## src/rtl/tube_pkg.sv

```systemverilog
// Shared definitions for the tube register-channel schedulers:
// FSM state encoding, channel indices, default timeout and a one-hot helper.
package tube_pkg;

  typedef enum logic [1:0] {
    ST_IDLE  = 2'd0,
    ST_READ  = 2'd1,
    ST_CLEAR = 2'd2,
    ST_HOLD  = 2'd3
  } state_t;

  localparam logic [1:0] CH_R1 = 2'd0;
  localparam logic [1:0] CH_R2 = 2'd1;
  localparam logic [1:0] CH_R3 = 2'd2;
  localparam logic [1:0] CH_R4 = 2'd3;

  localparam int NUM_CH_DEF      = 4;
  localparam int CLR_TIMEOUT_DEF = 7;

  // One-hot decode of a channel index into a select vector.
  function automatic logic [3:0] onehot4(input logic [1:0] idx);
    return 4'b0001 << idx;
  endfunction

endpackage

```

## src/rtl/rr_pick4.sv

```systemverilog
// Combinational round-robin picker: first set request bit at or above ptr,
// wrapping modulo 4. Shared by the tube register-channel schedulers.
module rr_pick4 (
  input  logic [3:0] req,
  input  logic [1:0] ptr,
  output logic [1:0] idx,
  output logic       found
);

  // Scan offsets from highest to lowest so the smallest offset from ptr wins.
  always_comb begin
    idx   = ptr;
    found = 1'b0;
    for (int i = 3; i >= 0; i--) begin
      if (req[ptr + 2'(i)]) begin
        idx   = ptr + 2'(i);
        found = 1'b1;
      end
    end
  end

endmodule

```

## src/rtl/hp_chan_arbiter.sv

```systemverilog
// Parasite-side scheduler for the four host-to-parasite register channels.
// Grants one pending channel, strobes it once, waits for its flag to drop,
// then hands the captured byte to a single valid/ready consumer.
// Optional build macro TUBE_HP_ARB_R4_PRIO_EN: channel 3 (R4) wins whenever
// pending, and serving it leaves the round-robin pointer untouched.
module hp_chan_arbiter
  import tube_pkg::*;
#(
  parameter int NUM_CH      = NUM_CH_DEF,
  parameter int CLR_TIMEOUT = CLR_TIMEOUT_DEF
) (
  input  logic                  p_phi2,
  input  logic                  p_rst_b,
  input  logic [NUM_CH-1:0]     ch_enable,
  input  logic [NUM_CH-1:0]     p_data_available,
  input  logic [8*NUM_CH-1:0]   p_data,
  output logic [NUM_CH-1:0]     p_select,
  output logic                  p_rdnw,
  output logic                  out_valid,
  output logic [7:0]            out_data,
  output logic [1:0]            out_chan,
  input  logic                  out_ready,
  output logic                  busy,
  output logic                  clr_err,
  input  logic                  clr_err_ack
);

  state_t      state_q, state_d;
  logic [1:0]  grant_q, grant_d;
  logic [1:0]  rr_ptr_q, rr_ptr_d;
  logic [7:0]  out_data_q, out_data_d;
  logic [1:0]  out_chan_q, out_chan_d;
  logic [7:0]  cnt_q, cnt_d;
  logic        clr_err_q, clr_err_d;

  logic [NUM_CH-1:0] pending;
  logic [1:0]        pick_idx;
  logic              pick_found;
  logic              flag_high;
  logic              timeout_hit;

  assign pending     = p_data_available & ch_enable;
  assign flag_high   = p_data_available[grant_q];
  assign timeout_hit = (cnt_q == 8'(CLR_TIMEOUT - 1));

  rr_pick4 u_pick (
    .req   (pending),
    .ptr   (rr_ptr_q),
    .idx   (pick_idx),
    .found (pick_found)
  );

  // State and datapath registers with synchronous active-low reset.
  always_ff @(posedge p_phi2) begin
    // NOTE: reset is sampled on the clock edge only; p_rst_b is not in the sensitivity list.
    if (!p_rst_b) begin
      state_q    <= ST_IDLE;
      grant_q    <= '0;
      rr_ptr_q   <= '0;
      out_data_q <= '0;
      out_chan_q <= '0;
      cnt_q      <= '0;
      clr_err_q  <= 1'b0;
    end else begin
      // NOTE: non-blocking assignments so every flop updates from pre-edge values.
      state_q    <= state_d;
      grant_q    <= grant_d;
      rr_ptr_q   <= rr_ptr_d;
      out_data_q <= out_data_d;
      out_chan_q <= out_chan_d;
      cnt_q      <= cnt_d;
      clr_err_q  <= clr_err_d;
    end
  end

  // Next-state logic: IDLE -> READ -> CLEAR -> HOLD -> IDLE.
  always_comb begin
    // NOTE: default every comb output first so no path leaves it unassigned (no latch).
    state_d = state_q;
    case (state_q)
      ST_IDLE:  if (pick_found) state_d = ST_READ;
      ST_READ:  state_d = ST_CLEAR;
      ST_CLEAR: if (!flag_high || timeout_hit) state_d = ST_HOLD;
      ST_HOLD:  if (out_ready) state_d = ST_IDLE;
      default:  state_d = ST_IDLE;
    endcase
  end

  // Datapath next values: grant, byte capture, clear timeout, pointer, error flag.
  always_comb begin
    grant_d    = grant_q;
    rr_ptr_d   = rr_ptr_q;
    out_data_d = out_data_q;
    out_chan_d = out_chan_q;
    cnt_d      = cnt_q;
    clr_err_d  = clr_err_ack ? 1'b0 : clr_err_q;
    case (state_q)
      ST_IDLE: begin
        if (pick_found) begin
`ifdef TUBE_HP_ARB_R4_PRIO_EN
          grant_d = pending[CH_R4] ? CH_R4 : pick_idx;
`else
          grant_d = pick_idx;
`endif
        end
      end
      ST_READ: begin
        out_data_d = p_data[{grant_q, 3'b000} +: 8];
        out_chan_d = grant_q;
        cnt_d      = '0;
      end
      ST_CLEAR: begin
        if (flag_high) begin
          if (timeout_hit) clr_err_d = 1'b1;  // set beats a same-cycle ack
          else             cnt_d     = cnt_q + 8'd1;
        end
      end
      ST_HOLD: begin
        if (out_ready) begin
`ifdef TUBE_HP_ARB_R4_PRIO_EN
          if (grant_q != CH_R4) rr_ptr_d = grant_q + 2'd1;
`else
          rr_ptr_d = grant_q + 2'd1;
`endif
        end
      end
      default: ;
    endcase
  end

  // Outputs decoded from state only; data/channel/error come straight from flops.
  always_comb begin
    p_select  = '0;
    p_rdnw    = 1'b0;
    out_valid = 1'b0;
    busy      = (state_q != ST_IDLE);
    case (state_q)
      ST_READ: begin
        p_select = onehot4(grant_q);
        p_rdnw   = 1'b1;
      end
      ST_HOLD: out_valid = 1'b1;
      default: ;
    endcase
  end

  assign out_data = out_data_q;
  assign out_chan = out_chan_q;
  assign clr_err  = clr_err_q;

endmodule
```

## config.mk

```make
export PLATFORM = sky130hd
export DESIGN_NAME = hp_chan_arbiter
export DESIGN_NICKNAME = d
export VERILOG_FILES = /design/src/rtl/tube_pkg.sv /design/src/rtl/rr_pick4.sv /design/src/rtl/hp_chan_arbiter.sv
export SDC_FILE = /design/constraint.sdc
export NUM_CORES = 1
export LEC_CHECK = 0
export CORE_MARGIN = 2
export CORE_UTILIZATION = 29
export DETAILED_ROUTE_END_ITERATION = 10
export GPL_TIMING_DRIVEN = 0
export MAX_ROUTING_LAYER = met4
export PLACE_DENSITY_LB_ADDON = 0.12
export SYNTH_ARGS = -nofsm -noshare
export SYNTH_HDL_FRONTEND = slang
export SYNTH_SLANG_ARGS = --single-unit
```

## constraint.sdc

```tcl
create_clock -name p_phi2 -period 3.85 [get_ports p_phi2]
set_input_delay 0.77 -clock p_phi2 [delete_from_list [all_inputs] [get_ports p_phi2]]
set_output_delay 0.77 -clock p_phi2 [all_outputs]
set_load 0.01 [all_outputs]
```

==> summary.txt, run 1 <==
Timing
  • Total count of max-transition violations in the final report: 0
  • Layout Skew: 2.34 ps
  • Least-Margin Pin Slew: 614 ps
  • Time the worst path needs with I/O delays and setup: 3320 ps
  • RSZ-0062 raised after global routing: no
  • Fin. Hold Viols: 0
  • Slew HR: 0.591
  • Final sum of negative setup slack: 0 ps
  • Final worst slack: 534 ps
  • Maximum frequency from static timing analysis: 0.302 GHz
  • Setup Viol. Count Final: 0
  • Final period utilization: 0.861

Worst setup path
  • Max Fanout on Critical Path: 10
  • Ordered list of cells on the worst path: inv_1 > ha_1 > clkbuf_1 > buf_1 > and2_1 > clkdlybuf4s50_1
  • Slack of the worst reg-to-reg path: 1830 ps
  • Endpoint of the worst-slack reg-to-reg timing path: cnt_q[6]
  • Reg-to-reg critical path startpoint: state_q[0]
  • Critical Path Source Type: flip-flop
  • Setup crit end kind: primary output
  • Slowest Stage Delay on Critical Path: 560 ps
  • Worst Reg2Reg Path Length in Cells: 7
  • WP data arrival: 2550 ps
  • Type of the worst setup path: flip-flop to primary output
  • WP data required: 3080 ps
  • Slowest stage cell, crit path: clkdlybuf4s50_1

Clock tree
  • Number of resized instances in the post-cts repair step: 0
  • Maximum count of clock buffers along a single path: 2
  • Root buffer cell: clkbuf_8
  • CTS Buf Count: 3
  • Clock tree from TritonCTS: done
  • Hold-fix buffer count after cts: 0
  • Clock-pin transition on the worst setup and hold timing paths: 90 ps
  • H-tree depth reported by CTS: 1
  • Buffer count from post-CTS setup fixing: 0
  • TritonCTS Sinks: 25
  • Later-pin clock latency in the skew report: 270 ps

Route
  • Drt drc: 0
  • Routed length per placed instance: 14.1 um
  • Vias per inst: 4.80
  • Router iterations before antenna repair: 4
  • First DRT Iteration DRCs: 103
  • Wire length reported by the detailed router: 4.26 mm
  • Number of nets still failing antenna checks after routing: 0
  • Routed via count: 1454

Synthesis
  • Top cells by count, synth: 25 x dfxtp_1, 14 x mux2i_1, 14 x nand2_1, 14 x nor2_1, 13 x a21oi_1
  • Most instantiated flip-flop cell in the synthesis netlist: dfxtp_1
  • Biggest area contributors in the synthesized netlist: dfxtp_1 32%, mux4_2 12%, mux2i_1 9.0%
  • Number of synthesized flops with an enable pin: 0
  • Synth Cell Area: 1560 um2
  • Post-synthesis cell count: 169
  • Total of warnings raised by yosys: 0
  • Synthesized area per cell: 9.25 um2
  • Distinct cell type count after synthesis: 38
  • Cell accounting for the most synthesized area: dfxtp_1
  • Flops & latches, synth: 25
  • Fraction of the yosys area taken by sequential cells: 0.320
  • Portion of synthesized cell area occupied by the leading cell type: 0.320
  • Share of async-settable or async-resettable flops after synthesis: 0
  • Dominant cell by count in the synthesized netlist: dfxtp_1
  • Nets in the synthesized netlist: 223

Global routing
  • Maximum number of pins on one net before global-route repair: 14
  • All-layer global routing usage: 0.145
  • First-pass GRT wire length: 6.82 mm
  • Number of antenna violations at the first check in global routing: 0
  • Via count of the first global-routing pass: 1432
  • Total global routing overflow: 0

Floorplanning
  • DIE WIDTH: 77.4 um
  • Starting utilization of the core area: 0.304
  • Floorplan row count: 26
  • Die area: 5990 um2
  • IO Count: 62
  • Placeable Area: 5140 um2
  • Vertical die dimension: 77.4 um

Place
  • Final weighted congestion in routability-driven placement: 0.811
  • Post-place setup slack: 829 ps
  • # placed instances: 299
  • Number of port buffers: 60
  • Placed wire-length estimate: 3.32 mm
  • Post-Place Cell Area: 2250 um2

Final layout
  • Non-filler cells, final: 303
  • Number of antenna cells inserted: 0
  • Share of final-layout standard cells stronger than drive strength 1: 0.0644
  • Layout overhead on the synthesized area: 46.9%
  • Net count reported at finish: 288
  • Summed area of non-filler cells in the final layout: 2300 um2

Worst hold path
  • Worst hold path stage count: 2
  • Worst min-delay path category: flip-flop to flip-flop
  • Hold wc startpoint: out_chan[1]
  • Hold Crit Endpoint: out_chan[1]

Run
  • Max-cap viol count: 0

Run status
  • Status: complete, no violations

Power and ir drop
  • Leakage Power: 0.833 nW
  • VDD IR-drop max: 270 uV
  • Power after layout: 0.953 mW
  • Power density relative to cell area: 415 nW/um2
-- report_power, final --
group	switching, mW	leakage [nW]	total [mW]	internal, mW
registers	0.0300	0.203	0.327	0.297
clock network	0.0848	0.0228	0.159	0.0740
logic	0.221	0.607	0.467	0.246
-- critical path: cells and delay by family (launching register included) --
| kind | cells | cell delay [ps] |
|---|---|---|
| simple gates | 1 | 200 |
| flops | 1 | 350 |
| fa+ha+maj | 1 | 180 |
| buf+inv | 4 | 1550 |
-- metal layers --
metal | GRT usage | share of wire
met5 | - | 0
met4 | 0.0268 | 0.0056
met3 | 0.0326 | 0.046
met2 | 0.217 | 0.44
met1 | 0.204 | 0.51
-- registers in the layout, indices dropped and copies added (netlist names) --
signal	count
out_chan	2
out_data	8
rr_ptr_q	2
state_q	2
grant_q	2
cnt_q	8
clr_err	1
-- area by class of cell --
type,instances,area [um2]
buffer,8,32.5
clock buffer,4,45.0
fill,556,2840
inverter,8,30.0
multi-input combinational,128,1000
sequential,25,500
tap,70,87.6
timing repair buffer,60,601
-- worst max path at each step --
stage / from / to / slack (ps) / cells past startpoint
floorplan: state_q[1] / p_select[0] / 1590 / 5
global placement: state_q[1] / p_select[3] / 790 / 6
detailed placement: state_q[1] / p_select[3] / 830 / 6
CTS: state_q[1] / p_select[3] / 500 / 6
global route: state_q[1] / p_select[0] / 330 / 6
finish: state_q[1] / p_select[3] / 530 / 6
-- stage by stage --
step	hold WS [ps]	util
after CTS	498	0.447
final	497	0.447
after global placement	472	0.438
after detailed placement	483	0.438
after floorplan	458	-
after global routing	528	0.447
-- logic make-up after synthesis --
| family | Yosys count | synth area share |
|---|---|---|
| AND/OR/NAND/NOR | 54 | 0.172 |
| AO/OA/AOI/OAI | 42 | 0.183 |
| flip-flops | 25 | 0.320 |
| multiplexers | 22 | 0.205 |
| buffers and inverters | 16 | 0.0400 |
| adder cells (fa/ha/maj) | 10 | 0.0801 |
-- placed cells by master, fill, tap and decap left out, drive strengths merged, types with 4 or more instances in the layout --
cell           count
o22ai              5
dfxtp             25
o31ai              4
a21oi             13
ha                10
mux2i             14
mux4               8
nand2             14
nor2              14
inv                8
and2               7
clkbuf             9
clkdlybuf4s50     60
nand3              5
Power figures use the tool's default switching activity.
==> run 2, diff against run 1 <==
--- a/config.mk
+++ b/config.mk
@@ -9,2 +9,3 @@
 export CORE_UTILIZATION = 29
+export CTS_BUF_LIST = sky130_fd_sc_hd__clkbuf_4 sky130_fd_sc_hd__clkbuf_8
 export DETAILED_ROUTE_END_ITERATION = 10
@@ -13,2 +14,3 @@
 export PLACE_DENSITY_LB_ADDON = 0.12
+export SETUP_SLACK_MARGIN = 0.5
 export SYNTH_ARGS = -nofsm -noshare
--- a/constraint.sdc
+++ b/constraint.sdc
@@ -3,2 +3,2 @@
 set_output_delay 0.77 -clock p_phi2 [all_outputs]
-set_load 0.01 [all_outputs]
+set_load 0.02 [all_outputs]
==> summary.txt, run 2 (synthesis gave the netlist of run 1 again) <==
Run status
  • Status: complete, no violations

Final layout
  • Layout overhead on the synthesized area: 47.3%
  • Fill cell instance count of the final layout: 554
  • Highest-count cells in the layout ignoring fill and taps: 60 x clkdlybuf4s50_1, 25 x dfxtp_1, 14 x nand2_1, 14 x nor2_1, 14 x mux2i_1
  • Share of final-layout standard cells stronger than drive strength 1: 0.0773
  • Number of antenna cells inserted: 0
  • Commonest non-fill, non-tap cell in the layout: clkdlybuf4s50_1
  • Net count reported at finish: 288

Power and ir drop
  • Power density relative to cell area: 432 nW/um2
  • Comb power frac: 0.505
  • Switching part of the total: 0.370
  • Clock share of power: 0.167
  • VDD IR-drop max: 301 uV
  • Net switching power: 0.368 mW
  • Power after layout: 0.995 mW
  • Leakage Power: 0.843 nW
  • Internal power summed over all cells: 0.626 mW
  • Share of total power in sequential cells: 0.329

Route
  • Wire length reported by the detailed router: 4.26 mm
  • Routed via count: 1454
  • Number of nets still failing antenna checks after routing: 0
  • Routed length per placed instance: 14.1 um
  • Drt drc: 0
  • Vias per inst: 4.80
  • Router iterations before antenna repair: 4
  • First DRT Iteration DRCs: 103

Global routing
  • Number of antenna violations at the first check in global routing: 0
  • Maximum number of pins on one net before global-route repair: 14
  • All-layer global routing usage: 0.145
  • Total global routing overflow: 0
  • Via count of the first global-routing pass: 1432
  • First-pass GRT wire length: 6.82 mm

Timing
  • Fin. Hold Viols: 0
  • Final worst slack: 788 ps
  • Total count of max-transition violations in the final report: 0
  • Final sum of negative setup slack: 0 ps
  • Layout Skew: 2.34 ps
  • Least-Margin Pin Slew: 614 ps
  • Setup Viol. Count Final: 0
  • Final period utilization: 0.795
  • RSZ-0062 raised after global routing: no
  • Slew HR: 0.591
  • Time the worst path needs with I/O delays and setup: 3060 ps
  • Maximum frequency from static timing analysis: 0.327 GHz

Worst setup path
  • Type of the worst setup path: flip-flop to primary output
  • WP data arrival: 2290 ps
  • Reg-to-reg critical path startpoint: state_q[0]
  • Endpoint of the worst-slack reg-to-reg timing path: cnt_q[6]
  • Slowest stage cell, crit path: clkdlybuf4s50_1
  • Worst path top cell family by delay: buffers and inverters
  • Setup crit end kind: primary output
  • Slack of the worst reg-to-reg path: 1830 ps
  • Max Fanout on Critical Path: 10
  • Slowest Stage Delay on Critical Path: 540 ps
  • Ordered list of cells on the worst path: clkbuf_1 > inv_1 > ha_1 > and2_1 > clkdlybuf4s50_1
  • WP data required: 3080 ps
  • Worst Reg2Reg Path Length in Cells: 7
  • Critical Path Source Type: flip-flop
  • Buf+Inv Stages, Crit Path: 3

Run
  • Max-cap viol count: 0

Clock tree
  • TritonCTS Sinks: 25
  • Maximum count of clock buffers along a single path: 2
  • Clock-pin transition on the worst setup and hold timing paths: 90 ps
  • Clock tree from TritonCTS: done
  • Root buffer cell: clkbuf_8
  • H-tree depth reported by CTS: 1
  • CTS Buf Count: 3
  • Later-pin clock latency in the skew report: 270 ps

Floorplanning
  • Starting utilization of the core area: 0.304
  • Die area: 5990 um2
  • Placeable Area: 5140 um2
  • Floorplan row count: 26
  • Vertical die dimension: 77.4 um
  • DIE WIDTH: 77.4 um
  • IO Count: 62

Worst hold path
  • Worst min-delay path category: flip-flop to flip-flop
  • Hold Crit Endpoint: out_chan[1]
  • Worst hold path stage count: 2
  • Hold wc startpoint: out_chan[1]

Place
  • Number of port buffers: 60
  • Final weighted congestion in routability-driven placement: 0.811
  • Post-place setup slack: 761 ps
  • Placed wire-length estimate: 3.32 mm
## run 2: changes by cell type in the layout (fill, tap and decap cells not counted)
cell      change
buf_2         +1
clkbuf_4      +1
clkbuf_1      -2
buf_1         -1
clkbuf_2      +1
## run 2: layout make-up
class | count | area, um2 | share of cell area
Clock buffer | 4 | 48.8 | 0.0212
Inverter | 8 | 30.0 | 0.0130
Buffer | 8 | 35.0 | 0.0152
Multi-Input combinational cell | 128 | 1000 | 0.434
Sequential cell | 25 | 500 | 0.217
Timing Repair Buffer | 60 | 601 | 0.261
Tap cell | 70 | 87.6 | 0.0380
## run 2: power by group through the flow
| stage | sequential (mW) | clock (mW) | combinational (mW) |
|---|---|---|---|
| final | 0.327 | 0.166 | 0.502 |
| after global routing | 0.334 | 0.183 | 0.548 |
| after CTS | 0.327 | 0.172 | 0.506 |
| after detailed placement | 0.334 | 0 | 0.501 |
| after global placement | 0.333 | 0 | 0.502 |
| after floorplan | 0.355 | 0 | 0.287 |
## run 2: per-layer routing
| layer | track usage | vias up | share of wire | routed length [um] |
|---|---|---|---|---|
| met5 | - | - | 0 | 0 |
| met3 | 0.0326 | 2 | 0.046 | 197 |
| met1 | 0.204 | 661 | 0.51 | 2180 |
| met2 | 0.217 | 34 | 0.44 | 1860 |
| li1 | - | 757 | - | - |
| met4 | 0.0268 | 0 | 0.0056 | 24 |
## run 2: stage by stage
| stage | hold slack [ps] | instance area [um2] | util | instances |
|---|---|---|---|---|
| final | 497 | 2300 | 0.448 | 303 |
| after floorplan | 458 | 1560 | - | 169 |
| after global placement | 472 | 2250 | 0.438 | 299 |
| after detailed placement | 483 | 2250 | 0.438 | 299 |
| after CTS | 498 | 2300 | 0.448 | 303 |
| after global routing | 528 | 2300 | 0.448 | 303 |
## run 2: worst min-delay path, delay by kind of cell (launching register included)
family | cells | cell delay, ps
and+or+nand+nor | 1 | 70
DFF | 1 | 330
muxes | 1 | 70
## run 2: worst max-delay path by stage
stage	cells after the start	slack, ps	to	from
after floorplan	5	1440	p_select[0]	state_q[1]
after global placement	6	730	p_select[3]	state_q[1]
after global routing	5	630	p_select[0]	grant_q[1]
final	5	790	p_select[0]	grant_q[1]
after detailed placement	6	760	p_select[3]	state_q[1]
after CTS	6	630	p_select[3]	state_q[1]
## run 2: timing repair
item,4_1_cts,5_1_grt
buffers inserted,0,0
hold buffers,0,0
gates cloned,0,0
resized for setup,1,2
endpoints found under the setup margin,4,1
==> run 3, diff against run 2 <==
- clock period: 3.85 -> 2.9 ns (I/O delays scaled with it)
==> summary.txt, run 3 (synthesis gave the netlist of run 1 again) <==
Final layout
  • Number of antenna cells inserted: 0
  • Share of final-layout standard cells stronger than drive strength 1: 0.107
  • Sequential standard cell area: 503 um2
  • Commonest non-fill, non-tap cell in the layout: clkdlybuf4s50_1
  • Highest-count cells in the layout ignoring fill and taps: 56 x clkdlybuf4s50_1, 23 x dfxtp_1, 14 x nand2_1, 14 x nor2_1, 14 x mux2i_1
  • Fill cell instance count of the final layout: 558
  • Net count reported at finish: 288
  • Area of the multi-input gates: 1000 um2
  • Layout overhead on the synthesized area: 46.9%

Place
  • Number of port buffers: 60
  • Placed wire-length estimate: 3.32 mm
  • Final weighted congestion in routability-driven placement: 0.811

Floorplanning
  • Placeable Area: 5140 um2
  • Vertical die dimension: 77.4 um
  • IO Count: 62
  • Starting utilization of the core area: 0.304
  • Floorplan row count: 26
  • Die area: 5990 um2
  • DIE WIDTH: 77.4 um

Global routing
  • All-layer global routing usage: 0.145
  • Maximum number of pins on one net before global-route repair: 14
  • Total global routing overflow: 0
  • Via count of the first global-routing pass: 1434
  • Number of antenna violations at the first check in global routing: 0
  • First-pass GRT wire length: 6.84 mm

Power and ir drop
  • Clock share of power: 0.167
  • Net switching power: 0.491 mW
  • Leakage Power: 0.853 nW
  • Share of total power in sequential cells: 0.329
  • Power after layout: 1.33 mW
  • Comb power frac: 0.504
  • VDD IR-drop max: 400 uV
  • Switching part of the total: 0.370
  • Internal power summed over all cells: 0.835 mW
  • Power density relative to cell area: 577 nW/um2

Route
  • Vias per inst: 4.80
  • Drt drc: 0
  • First DRT Iteration DRCs: 85
  • Wire length reported by the detailed router: 4.28 mm
  • Number of nets still failing antenna checks after routing: 0
  • Routed via count: 1455
  • Met1 WL: 2.17 mm
  • Router iterations before antenna repair: 4
  • Met2 Routed Length: 1.87 mm
  • Routed length per placed instance: 14.1 um
  • Top sig layer: met4
  • Total met3 wirelength after detailed routing: 212 um

Clock tree
  • Clock-pin transition on the worst setup and hold timing paths: 90 ps
  • CTS Buf Count: 3
  • Maximum count of clock buffers along a single path: 2
  • TritonCTS Sinks: 25
  • H-tree depth reported by CTS: 1
  • Later-pin clock latency in the skew report: 270 ps
  • Clock tree from TritonCTS: done
  • Root buffer cell: clkbuf_8

Worst setup path
  • WP data required: 2320 ps
  • Type of the worst setup path: flip-flop to primary output
  • Max Fanout on Critical Path: 3
  • WP data arrival: 1640 ps
  • Setup crit end kind: primary output
  • Critical Path Source Type: flip-flop

Timing
  • RSZ-0062 raised after global routing: no
  • Layout Skew: 3.47 ps
  • Total count of max-transition violations in the final report: 0
  • Setup Viol. Count Final: 0
  • Least-Margin Pin Slew: 596 ps
  • Time the worst path needs with I/O delays and setup: 2220 ps
  • Maximum frequency from static timing analysis: 0.451 GHz
  • Slew HR: 0.602
  • Final period utilization: 0.765
  • Final-layout worst hold slack: 498 ps
  • Fin. Hold Viols: 0

Run status
  • Status: complete, no violations

Run
  • Max-cap viol count: 0

Worst hold path
  • Worst min-delay path category: flip-flop to flip-flop
-- run 3: cell types whose count changed in the layout (fill, tap and decap cells not counted) --
cell	previous run	this run
buf_2	3	1
buf_4	0	2
clkbuf_1	4	3
clkbuf_2	1	4
clkbuf_4	1	3
clkdlybuf4s50_1	60	56
dfxtp_1	25	23
dfxtp_2	0	2
-- run 3: cell type report --
cell class | instances | area share
multi-input combinational | 128 | 0.435
timing repair buffer | 60 | 0.253
sequential | 25 | 0.219
tap | 70 | 0.0381
clock buffer | 4 | 0.0213
buffer | 8 | 0.0202
inverter | 8 | 0.0131
-- run 3: timing repair --
| item | in CTS | in global routing |
|---|---|---|
| setup buffers | 0 | 0 |
| hold buffers | 0 | 0 |
| setup endpoints to repair | 4 | 4 |
| gates resized for setup | 13 | 8 |
| pin swaps | 0 | 0 |
-- run 3: metrics by stage --
step / TNS, ps / cell area, um2 / worst slack (ps) / utilization / std cells
finish: 0 / 2300 / 681 / 0.447 / 303
global route: 0 / 2300 / 590 / 0.447 / 303
CTS: 0 / 2310 / 514 / 0.450 / 303
detailed placement: 0 / 2250 / 1.09 / 0.438 / 299
global placement: -112 / 2250 / -32.7 / 0.438 / 299
floorplan: 0 / 1560 / 682 / - / 169
-- run 3: critical path, stage by stage (launching register included) --
cell,delay [ps]
dfxtp_1,370
inv_1,80
ha_1,230
inv_1,90
clkdlybuf4s50_1,610
-- run 3: power groups by stage --
stage | clock [mW] | combinational [mW] | sequential, mW
final | 0.221 | 0.668 | 0.436
after CTS | 0.229 | 0.676 | 0.436
after global routing | 0.243 | 0.730 | 0.445
after floorplan | 0 | 0.381 | 0.471
after global placement | 0 | 0.666 | 0.442
after detailed placement | 0 | 0.665 | 0.443
-- run 3: worst paths after layout --
kind / startpoint / endpoint / slack (ps) / depth (start not counted)
worst max-delay path: state_q[0] / busy / 680 / 4
worst min-delay path: cnt_q[7] / cnt_q[7] / 500 / 2
worst max register to register: state_q[0] / cnt_q[6] / 880 / 7
worst min register to register: cnt_q[7] / cnt_q[7] / 500 / 2
-- run 3: metal layers --
layer,global-route usage,vias up
li1,-,759
met1,0.204,658
met2,0.217,36
met3,0.0326,2
met4,0.0268,0
met5,-,-
